$ cat src/rtl/mul_seq_ctrl.sv
// MulSeqCtrl: sequencing stage around the 4x4 shift-add multiplier.
// Accepts an operand pair, pulses clear then start to the multiplier,
// waits out its fixed latency, captures the product and holds it until
// the consumer takes it.
module mul_seq_ctrl #(
    parameter int MUL_LAT = 10
) (
    input  logic       clk,
    input  logic       clear,
    input  logic       in_valid,
    output logic       in_ready,
    input  logic [3:0] in_multiplicand,
    input  logic [3:0] in_multiplier,
    output logic       mul_clear,
    output logic       mul_ready,
    output logic [3:0] mul_multiplicand,
    output logic [3:0] mul_multiplier,
    input  logic [7:0] mul_product,
    output logic       out_valid,
    input  logic       out_ready,
    output logic [7:0] out_product,
    output logic [7:0] op_count
);

    // The counter is loaded with MUL_LAT-1 so that the capture happens in the
    // cycle where the multiplier output has just become stable.
    localparam logic [4:0] LP_WAIT_LOAD = 5'(MUL_LAT - 1);

    typedef enum logic [2:0] {
        S_IDLE,
        S_CLR,
        S_START,
        S_WAIT,
        S_HOLD
    } state_t;

    state_t     r_state;
    state_t     w_stateNext;
    logic [4:0] r_waitCnt;
    logic [3:0] r_opA;
    logic [3:0] r_opB;
    logic [7:0] r_product;
    logic [7:0] r_opCount;

    // State register; clear forces IDLE from any state.
    always_ff @(posedge clk) begin
        if (clear) begin
            r_state <= S_IDLE;
        end else begin
            r_state <= w_stateNext;
        end
    end

    // Next-state logic: one pass IDLE -> CLR -> START -> WAIT -> HOLD -> IDLE.
    always_comb begin
        w_stateNext = r_state;
        case (r_state)
            S_IDLE:  if (in_valid) w_stateNext = S_CLR;
            S_CLR:   w_stateNext = S_START;
            S_START: w_stateNext = S_WAIT;
            S_WAIT:  if (r_waitCnt == 5'd0) w_stateNext = S_HOLD;
            S_HOLD:  if (out_ready) w_stateNext = S_IDLE;
            default: w_stateNext = S_IDLE;
        endcase
    end

    // Moore outputs decoded purely from the registered state.
    always_comb begin
        in_ready  = 1'b0;
        mul_clear = 1'b0;
        mul_ready = 1'b0;
        out_valid = 1'b0;
        case (r_state)
            S_IDLE:  in_ready  = 1'b1;
            S_CLR:   mul_clear = 1'b1;
            S_START: mul_ready = 1'b1;
            S_HOLD:  out_valid = 1'b1;
            default: ;
        endcase
    end

    // Datapath: operand latch, latency counter, product capture, transfer count.
    always_ff @(posedge clk) begin
        if (clear) begin
            r_opA     <= 4'd0;
            r_opB     <= 4'd0;
            r_waitCnt <= 5'd0;
            r_product <= 8'd0;
            r_opCount <= 8'd0;
        end else begin
            if (r_state == S_IDLE && in_valid) begin
                r_opA <= in_multiplicand;
                r_opB <= in_multiplier;
            end
            if (r_state == S_START) begin
                r_waitCnt <= LP_WAIT_LOAD;
            end else if (r_state == S_WAIT && r_waitCnt != 5'd0) begin
                r_waitCnt <= r_waitCnt - 5'd1;
            end
            if (r_state == S_WAIT && r_waitCnt == 5'd0) begin
                r_product <= mul_product;
            end
            if (r_state == S_HOLD && out_ready) begin
                r_opCount <= r_opCount + 8'd1;
            end
        end
    end

    assign mul_multiplicand = r_opA;
    assign mul_multiplier   = r_opB;
    assign out_product      = r_product;
    assign op_count         = r_opCount;

endmodule

$ cat config.mk
export PLATFORM = sky130hd
export DESIGN_NAME = mul_seq_ctrl
export DESIGN_NICKNAME = d
export VERILOG_FILES = /design/src/rtl/mul_seq_ctrl.sv
export SDC_FILE = /design/constraint.sdc
export NUM_CORES = 1
export LEC_CHECK = 0
export ABC_CLOCK_PERIOD_IN_PS = 4700
export CORE_MARGIN = 1
export CORE_UTILIZATION = 48
export DETAILED_ROUTE_END_ITERATION = 10
export HOLD_SLACK_MARGIN = 0.08
export PLACE_DENSITY_LB_ADDON = 0.2
export SYNTH_ARGS = -nofsm -noshare
export SYNTH_HDL_FRONTEND = slang
export SYNTH_SLANG_ARGS = --single-unit
$ cat constraint.sdc
create_clock -name clk -period 4.7 [get_ports clk]
set_input_delay 0.705 -clock clk [delete_from_list [all_inputs] [get_ports clk]]
set_output_delay 0.705 -clock clk [all_outputs]
set_load 0.01 [all_outputs]
; Yosys cells after proc, flatten, opt, wreduce, memory -nomap -nowiden
; Index checks and enable logic that the tools add are counted.
; W data, S select, Z words.
[word_totals]
ff_bits = 32
inputBits = 20
out_inout_bits = 28
elab_cells = 36
[classes]
n_eq_ne = 7
mux = 10
addsub = 2
reduce_logical = 10
[ops]
columns = operator, n
row1 = $pmux W3 S5, 1
row2 = $mux W3, 3
row3 = $add A8 B1 Y8 const B, 1
row4 = $mux W4, 2
row5 = $eq A3 B2 Y1 const B, 2
row6 = $logic_not A5 Y1, 1
row7 = $reduce_bool A5 Y1, 1
row8 = $sub A5 B1 Y5 const B, 1
row9 = $logic_and A1 B1 Y1, 4
row10 = $mux W1, 4
row11 = $ne A2 B2 Y1 const B, 2
row12 = $eq A3 B1 Y1 const B, 1
row13 = $eq A3 B3 Y1 const B, 1
row14 = $logic_not A3 Y1, 1
row15 = $reduce_and A3 Y1, 1
row16 = $ne A2 B1 Y1 const B, 1
row17 = $reduce_bool A2 Y1, 1
row18 = $reduce_or A2 Y1, 1

; Depth between registers and ports, before layout
; Gate-level depths: netlist (run 1).
[depth]
word_depth = 4
depth_mapped = 6
mapped_depth_nobuf = 5

; Worst setup path before layout (run 1)
; No wires, ideal clock.
[synth_path]
path_type = register to output
start = reg r_state[0]
end = out mul_clear
arrival_time_ps = 902
n_path_buf = 1
path_stages_with_launch = 4
required_ps = 3995
path_slack_ps = 3093
cell_sequence = dfxtp_1 buf_2 inv_1 nor3_1
[synth_via]
elab_chain_cells = 2
[synth_lines]
columns = item, line
row1 = start: declaration, 37  ; state_t r_state;
row2 = start signal: assignment, 50  ; r_state <= w_stateNext;
row3 = $eq A3 B1 Y1, 73  ; case (r_state)
row4 = $mux W1, 73
row5 = end: declaration, 14  ; output logic mul_clear,
; No other way between the ends.

; Worst setup path in the final report (run 1)
; Ends and elaborated chain as after synthesis.

==> results.json, run 1 <==
{
  "die_area_sq_mm": 0.00318,
  "required_ps": 3990,
  "setup.worst_path.end_class": "primary output",
  "hold_end": "mul_multiplier[3]",
  "first_iter_violations": 42,
  "multiInputGateArea_sq_um": 707,
  "intPower_w": 0.000392,
  "holdPathStages": 2,
  "cts_tree": "built",
  "status": "finished clean",
  "r2r_end": "r_waitCnt[1]",
  "arrival_ps": 1890,
  "tns_ps": 0,
  "start_util": 0.511,
  "grt_pass1_vias": 1285,
  "power.share.clock": 0.260,
  "num_antenna_cells": 0,
  "synthTopCellsByArea": "dfxtp_1, a21oi_1, nand2_1",
  "drv_slew": 0,
  "syn_avg_cell_area_sq_um": 8.67,
  "maxCapViolations": 0,
  "irDropWorstVdd_v": 0.000252,
  "netlist_area_sq_mm": 0.00142,
  "path_max_fanout": 13,
  "synth_cell_types": 39,
  "max_slew_margin": 0.170,
  "dieHeight_um": 56.4,
  "worstHoldStart": "mul_multiplier[3]",
  "grt-ovfl-total": 0,
  "fp.dieW_um": 56.4,
  "wl_per_cell_um": 13.3,
  "cts-resized-gates": 0,
  "antenna_found_initial": 0,
  "regArea_sq_um": 641,
  "hpwl_mm": 2.15,
  "post-route-min-period_ps": 2590,
  "yosys.area.top_type": "dfxtp_1",
  "track_usage": 0.215,
  "via_per_inst": 5.69,
  "fmax_mhz": 386,
  "synth_cells": 164,
  "drc": 0,
  "p_sw_frac": 0.278,
  "cts.sinks": 32,
  "cts_hold_buf": 0,
  "holdCritPathClass": "reg2reg",
  "cts_buffer_depth": 2,
  "r2r_slack_ps": 2640,
  "finalSetupViolCount": 0,
  "rsz0062_at_grt": "false",
  "nets": 228,
  "leakage_nw": 0.650,
  "place_congestion": 0.711,
  "cp-start-kind": "flip-flop",
  "synth_seq_cells": 32,
  "ioPinCount": 48,
  "cts_setup_buffers": 0,
  "synth_top_cell_area_share": 0.451,
  "grt_start_max_net_pins": 35,
  "vias": 1349,
  "criticalPathCategory": "reg2out",
  "rows": 19,
  "synth_warnings": 0,
  "clk_latency_ps": 320,
  "fin_crit_sh": 0.551,
  "tightest_slew_ps": 1240,
  "powerDensity_mw_per_mm2": 283,
  "core-area_sq_mm": 0.00278,
  "ant_nets": 0,
  "grt_pass1_wl_mm": 5.44,
  "fillers": 223,
  "numCtsBuffers": 5,
  "finClkSkew_ps": 6.40,
  "seq_area_frac_synth": 0.451,
  "synth.net_count": 186,
  "dr.pass1.iters": 4,
  "finalHoldViolations": 0,
  "rr_startpoint": "r_waitCnt[0]",
  "area_growth_pct": 35.2,
  "comb_power_share": 0.197,
  "cts-root-buf": "clkbuf_4",
  "switchingPower_w": 0.000151,
  "seqPwrFrac": 0.544,
  "port_buffers": 47,
  "routed_wl_mm": 3.14,
  "p_total_w": 0.000544,
  "htree_levels": 2,
  "rr_worst_depth": 5,
  "final_layout_size_suffix_gt1_frac": 0.0680,
  "clkTransAtPathRegs_ps": 90
}
[per-stage QoR]
stage / std cells / util / hold slack, ps / setup slack, ps / instance area (sq um)
2_1_floorplan: 164 / - / 460 / 3090 / 1420
3_3_place_gp: 230 / 0.674 / 444 / 2080 / 1880
3_5_place_dp: 230 / 0.674 / 449 / 2020 / 1880
4_1_cts: 237 / 0.691 / 463 / 2060 / 1920
5_1_grt: 237 / 0.691 / 493 / 1970 / 1920
6_report: 237 / 0.691 / 461 / 2110 / 1920
[layout by cell type, fill, tap and decap left out, drive strengths merged, types with 4 or more instances in the layout]
master         netlist  routed
nand2               19      19
o31ai                5       5
o21ai               14      14
nor2                 7       7
clkbuf               3       6
clkdlybuf4s50        0      47
or4                  4       4
a21oi               25      25
inv                  5       5
dfxtp               32      32
nand3               11      11
or3                  4       4
[sequential cells by signal, indices dropped and copies added (netlist names)]
signal / cells
op_count: 8
out_product: 8
r_waitCnt: 5
mul_multiplicand: 4
mul_multiplier: 4
r_state: 3
[cell type report]
cell class                      instances  share of cell area
Inverter                                5             0.00977
Tap cell                               31              0.0202
Timing Repair Buffer                   47               0.245
Sequential cell                        32               0.333
Multi-Input combinational cell        115               0.368
Clock inverter                          1             0.00260
Clock buffer                            6              0.0215
[synthesized netlist by cell type (all sizes together)]
master,n
nor4b,2
or4,4
or4b,2
nand2,19
nand3,11
a211oi,1
or3b,1
a2111oi,1
nand2b,1
a32oi,1
and2,1
ha,2
o31ai,5
buf,9
a21oi,25
nand4bb,1
nor2b,1
dfxtp,32
nor3b,1
a31oi,1
nor2,7
or3,4
and3b,1
nand4,1
mux2i,1
inv,5
o2bb2ai,1
o21a,1
nand4b,1
xor2,1
clkbuf,3
nand3b,1
nor3,2
o21ai,14
[worst max-delay path by stage]
stage	end	startpoint	cells past startpoint	slack, ps
2_1_floorplan	mul_clear	r_state[0]	3	3090
3_3_place_gp	r_waitCnt[1]	clear	3	2080
3_5_place_dp	r_waitCnt[1]	clear	3	2020
4_1_cts	mul_clear	r_state[0]	3	2060
5_1_grt	mul_clear	r_state[0]	3	1970
6_report	mul_clear	r_state[0]	3	2110
[cells by family (layout without fill, tap and decap cells)]
logic type | Yosys count | after routing | synth area share
compound gates | 50 | 50 | 0.208
xor+xnor | 1 | 1 | 0.00616
buf+inv | 17 | 59 | 0.0563
mux | 1 | 1 | 0.00704
simple gates | 61 | 61 | 0.254
flops | 32 | 32 | 0.451
fa+ha+maj | 2 | 2 | 0.0176
[worst max-delay path, stage by stage, from the launching register on]
cell and delay, ps:
dfxtp_1 590, inv_1 150, nor3_1 250, clkdlybuf4s50_1 590
[per-layer routing]
metal  vias up  global-route usage  share of wire
met3         2              0.0599          0.061
li1        678                   -              -
met5         -                   0              0
met2        48               0.374           0.47
met1       621               0.256           0.47
met4         0              0.0697         0.0025
[power groups by stage]
stage | logic, W | registers [W] | clock network (W)
final | 0.000107 | 0.000296 | 0.000141
after global routing | 0.000116 | 0.000298 | 0.000156
after CTS | 0.000107 | 0.000296 | 0.000145
after detailed placement | 0.000106 | 0.000302 | 0
after global placement | 0.000104 | 0.000301 | 0
after floorplan | 0.0000657 | 0.000299 | 0
(Power assumes the default switching activity.)
==> inputs of run 2 (changes only) <==
--- a/config.mk
+++ b/config.mk
@@ -5,9 +5,9 @@
 export SDC_FILE = /design/constraint.sdc
 export NUM_CORES = 1
 export LEC_CHECK = 0
-export ABC_CLOCK_PERIOD_IN_PS = 4700
+export ABC_CLOCK_PERIOD_IN_PS = 2100
 export CORE_MARGIN = 1
-export CORE_UTILIZATION = 48
+export CORE_UTILIZATION = 40
 export DETAILED_ROUTE_END_ITERATION = 10
 export HOLD_SLACK_MARGIN = 0.08
 export PLACE_DENSITY_LB_ADDON = 0.2
==> constraint.sdc (replaced) <==
create_clock -name clk -period 2.1 [get_ports clk]
set_input_delay 0.315 -clock clk [delete_from_list [all_inputs] [get_ports clk]]
set_output_delay 0.315 -clock clk [all_outputs]
set_load 0.01 [all_outputs]
==> run 2 against run 1 <==
Against the previous run:
- sequential power increased by 120%
- first-iteration DRC count up 100%
- clock skew about the same
- cell area rose by 3.5%
- sequential cell count unchanged
- combinational power rose by 140%
- final cell count up 8.4%
==> results.json, run 2 (synthesis gave the netlist of run 1 again) <==
{
  "status": "finished clean",
  "tightest_slew_ps": 505,
  "required_ps": 1780,
  "wl_met2_mm": 1.78,
  "grt_start_max_net_pins": 34,
  "core-area_sq_mm": 0.00336,
  "rows": 21,
  "leakage_nw": 0.675,
  "grt_pass1_wl_mm": 5.47,
  "cts_hold_buf": 0,
  "clkTransAtPathRegs_ps": 90,
  "hold_end": "mul_multiplicand[3]",
  "fmax_mhz": 511,
  "critPathMaxStageDelay_ps": 540,
  "via_per_inst": 5.25,
  "drc": 0,
  "r2r_end": "out_product[0]",
  "routed.top_layer": "met4",
  "routed_wl_mm": 3.37,
  "wl_per_cell_um": 13.1,
  "nets": 232,
  "cts_setup_buffers": 0,
  "cp-start-kind": "flip-flop",
  "htree_levels": 2,
  "r2r_slack_ps": 430,
  "p_total_w": 0.00128,
  "first_iter_violations": 86,
  "dieHeight_um": 61.6,
  "cts_buffer_depth": 2,
  "finalHoldViolations": 0,
  "num_antenna_cells": 0,
  "fin_crit_sh": 0.931,
  "powerDensity_mw_per_mm2": 641,
  "die_area_sq_mm": 0.00380,
  "dr.pass1.iters": 4,
  "tns_ps": 0,
  "cts-resized-gates": 0,
  "irDropWorstVdd_v": 0.000335,
  "rsz0062_at_grt": "false",
  "final_common_cell": "clkdlybuf4s50_1",
  "finClkSkew_ps": 6.46,
  "rr_worst_depth": 5,
  "start_util": 0.423,
  "maxCapViolations": 0,
  "hpwl_mm": 2.46,
  "port_buffers": 47,
  "cts-root-buf": "clkbuf_4",
  "post-route-min-period_ps": 1960,
  "track_usage": 0.198,
  "holdPathStages": 2,
  "max_slew_margin": 0.662,
  "finalSetupViolCount": 0,
  "holdCritPathClass": "reg2reg",
  "worstHoldStart": "mul_multiplicand[3]",
  "crit_slowest_cell": "clkdlybuf4s50_1",
  "cts_tree": "built",
  "cp_num_buf_inv": 2,
  "drv_slew": 0,
  "vias": 1348,
  "fp.dieW_um": 61.6,
  "cts.sinks": 32,
  "area_growth_pct": 40.0,
  "grt_pass1_vias": 1263,
  "final_layout_size_suffix_gt1_frac": 0.104,
  "antenna_found_initial": 0,
  "wl_met3_um": 115,
  "rr_startpoint": "r_waitCnt[0]",
  "criticalPathCategory": "reg2out",
  "worstPathCellList": "buf_4 -> nor2_2 -> and2_1 -> clkdlybuf4s50_1",
  "fillers": 324,
  "critPathTopFamily": "buffers and inverters",
  "grt-ovfl-total": 0,
  "setup.worst_path.end_class": "primary output",
  "wl_met1_mm": 1.43,
  "ioPinCount": 48,
  "path_max_fanout": 8,
  "arrival_ps": 1640,
  "final_cell_mix": "clkdlybuf4s50_1, dfxtp_1, a21oi_1",
  "numCtsBuffers": 5,
  "place_congestion": 0.762,
  "clk_latency_ps": 320,
  "ant_nets": 0
}
## run 2: how the worst max path moves through the flow
stage | start | endpoint | slack (ps) | depth (start not counted)
5_1_grt | r_state[0] | out_valid | 40 | 4
3_5_place_dp | out_ready | op_count[7] | 210 | 4
3_3_place_gp | out_ready | op_count[6] | 290 | 4
2_1_floorplan | r_waitCnt[0] | out_product[0] | 560 | 6
6_report | r_state[0] | out_valid | 140 | 4
4_1_cts | r_state[1] | mul_ready | 40 | 3
## run 2: cell type report
class	count	area (sq um)	area share
well taps	46	57.6	0.0289
inverters	5	18.8	0.00943
clock buffers	8	58.8	0.0296
repair buffers	51	500	0.252
flip-flops and latches	32	644	0.324
multi-input cells	115	709	0.357
## run 2: report_power, final
part | internal [W] | switching [W]
Clock | 0.000165 | 0.000194
Combinational | 0.000135 | 0.000123
Sequential | 0.000633 | 0.0000260
Total | 0.000933 | 0.000343
## run 2: routing by layer
layer  global-route usage  up-vias
met4               0.0667        0
li1                     -      677
met2                0.352       22
met5                    0        -
met1                0.225      644
met3               0.0588        5
## run 2: through the flow
stage	setup WS [ps]	std cells	hold WS, ps	instance area, sq um	util
floorplan	558	164	451	1420	-
global placement	286	249	441	1920	0.572
detailed placement	213	249	453	1920	0.572
CTS	35.3	257	466	1980	0.590
global route	41.0	257	490	1990	0.592
finish	144	257	466	1990	0.592
## run 2: worst reg2reg max path, cell delays in order (launching register included)
cell     delay, ps
dfxtp_1        360
inv_1           70
ha_1           220
or4b_4         580
o21ai_0        220
a21oi_1        100
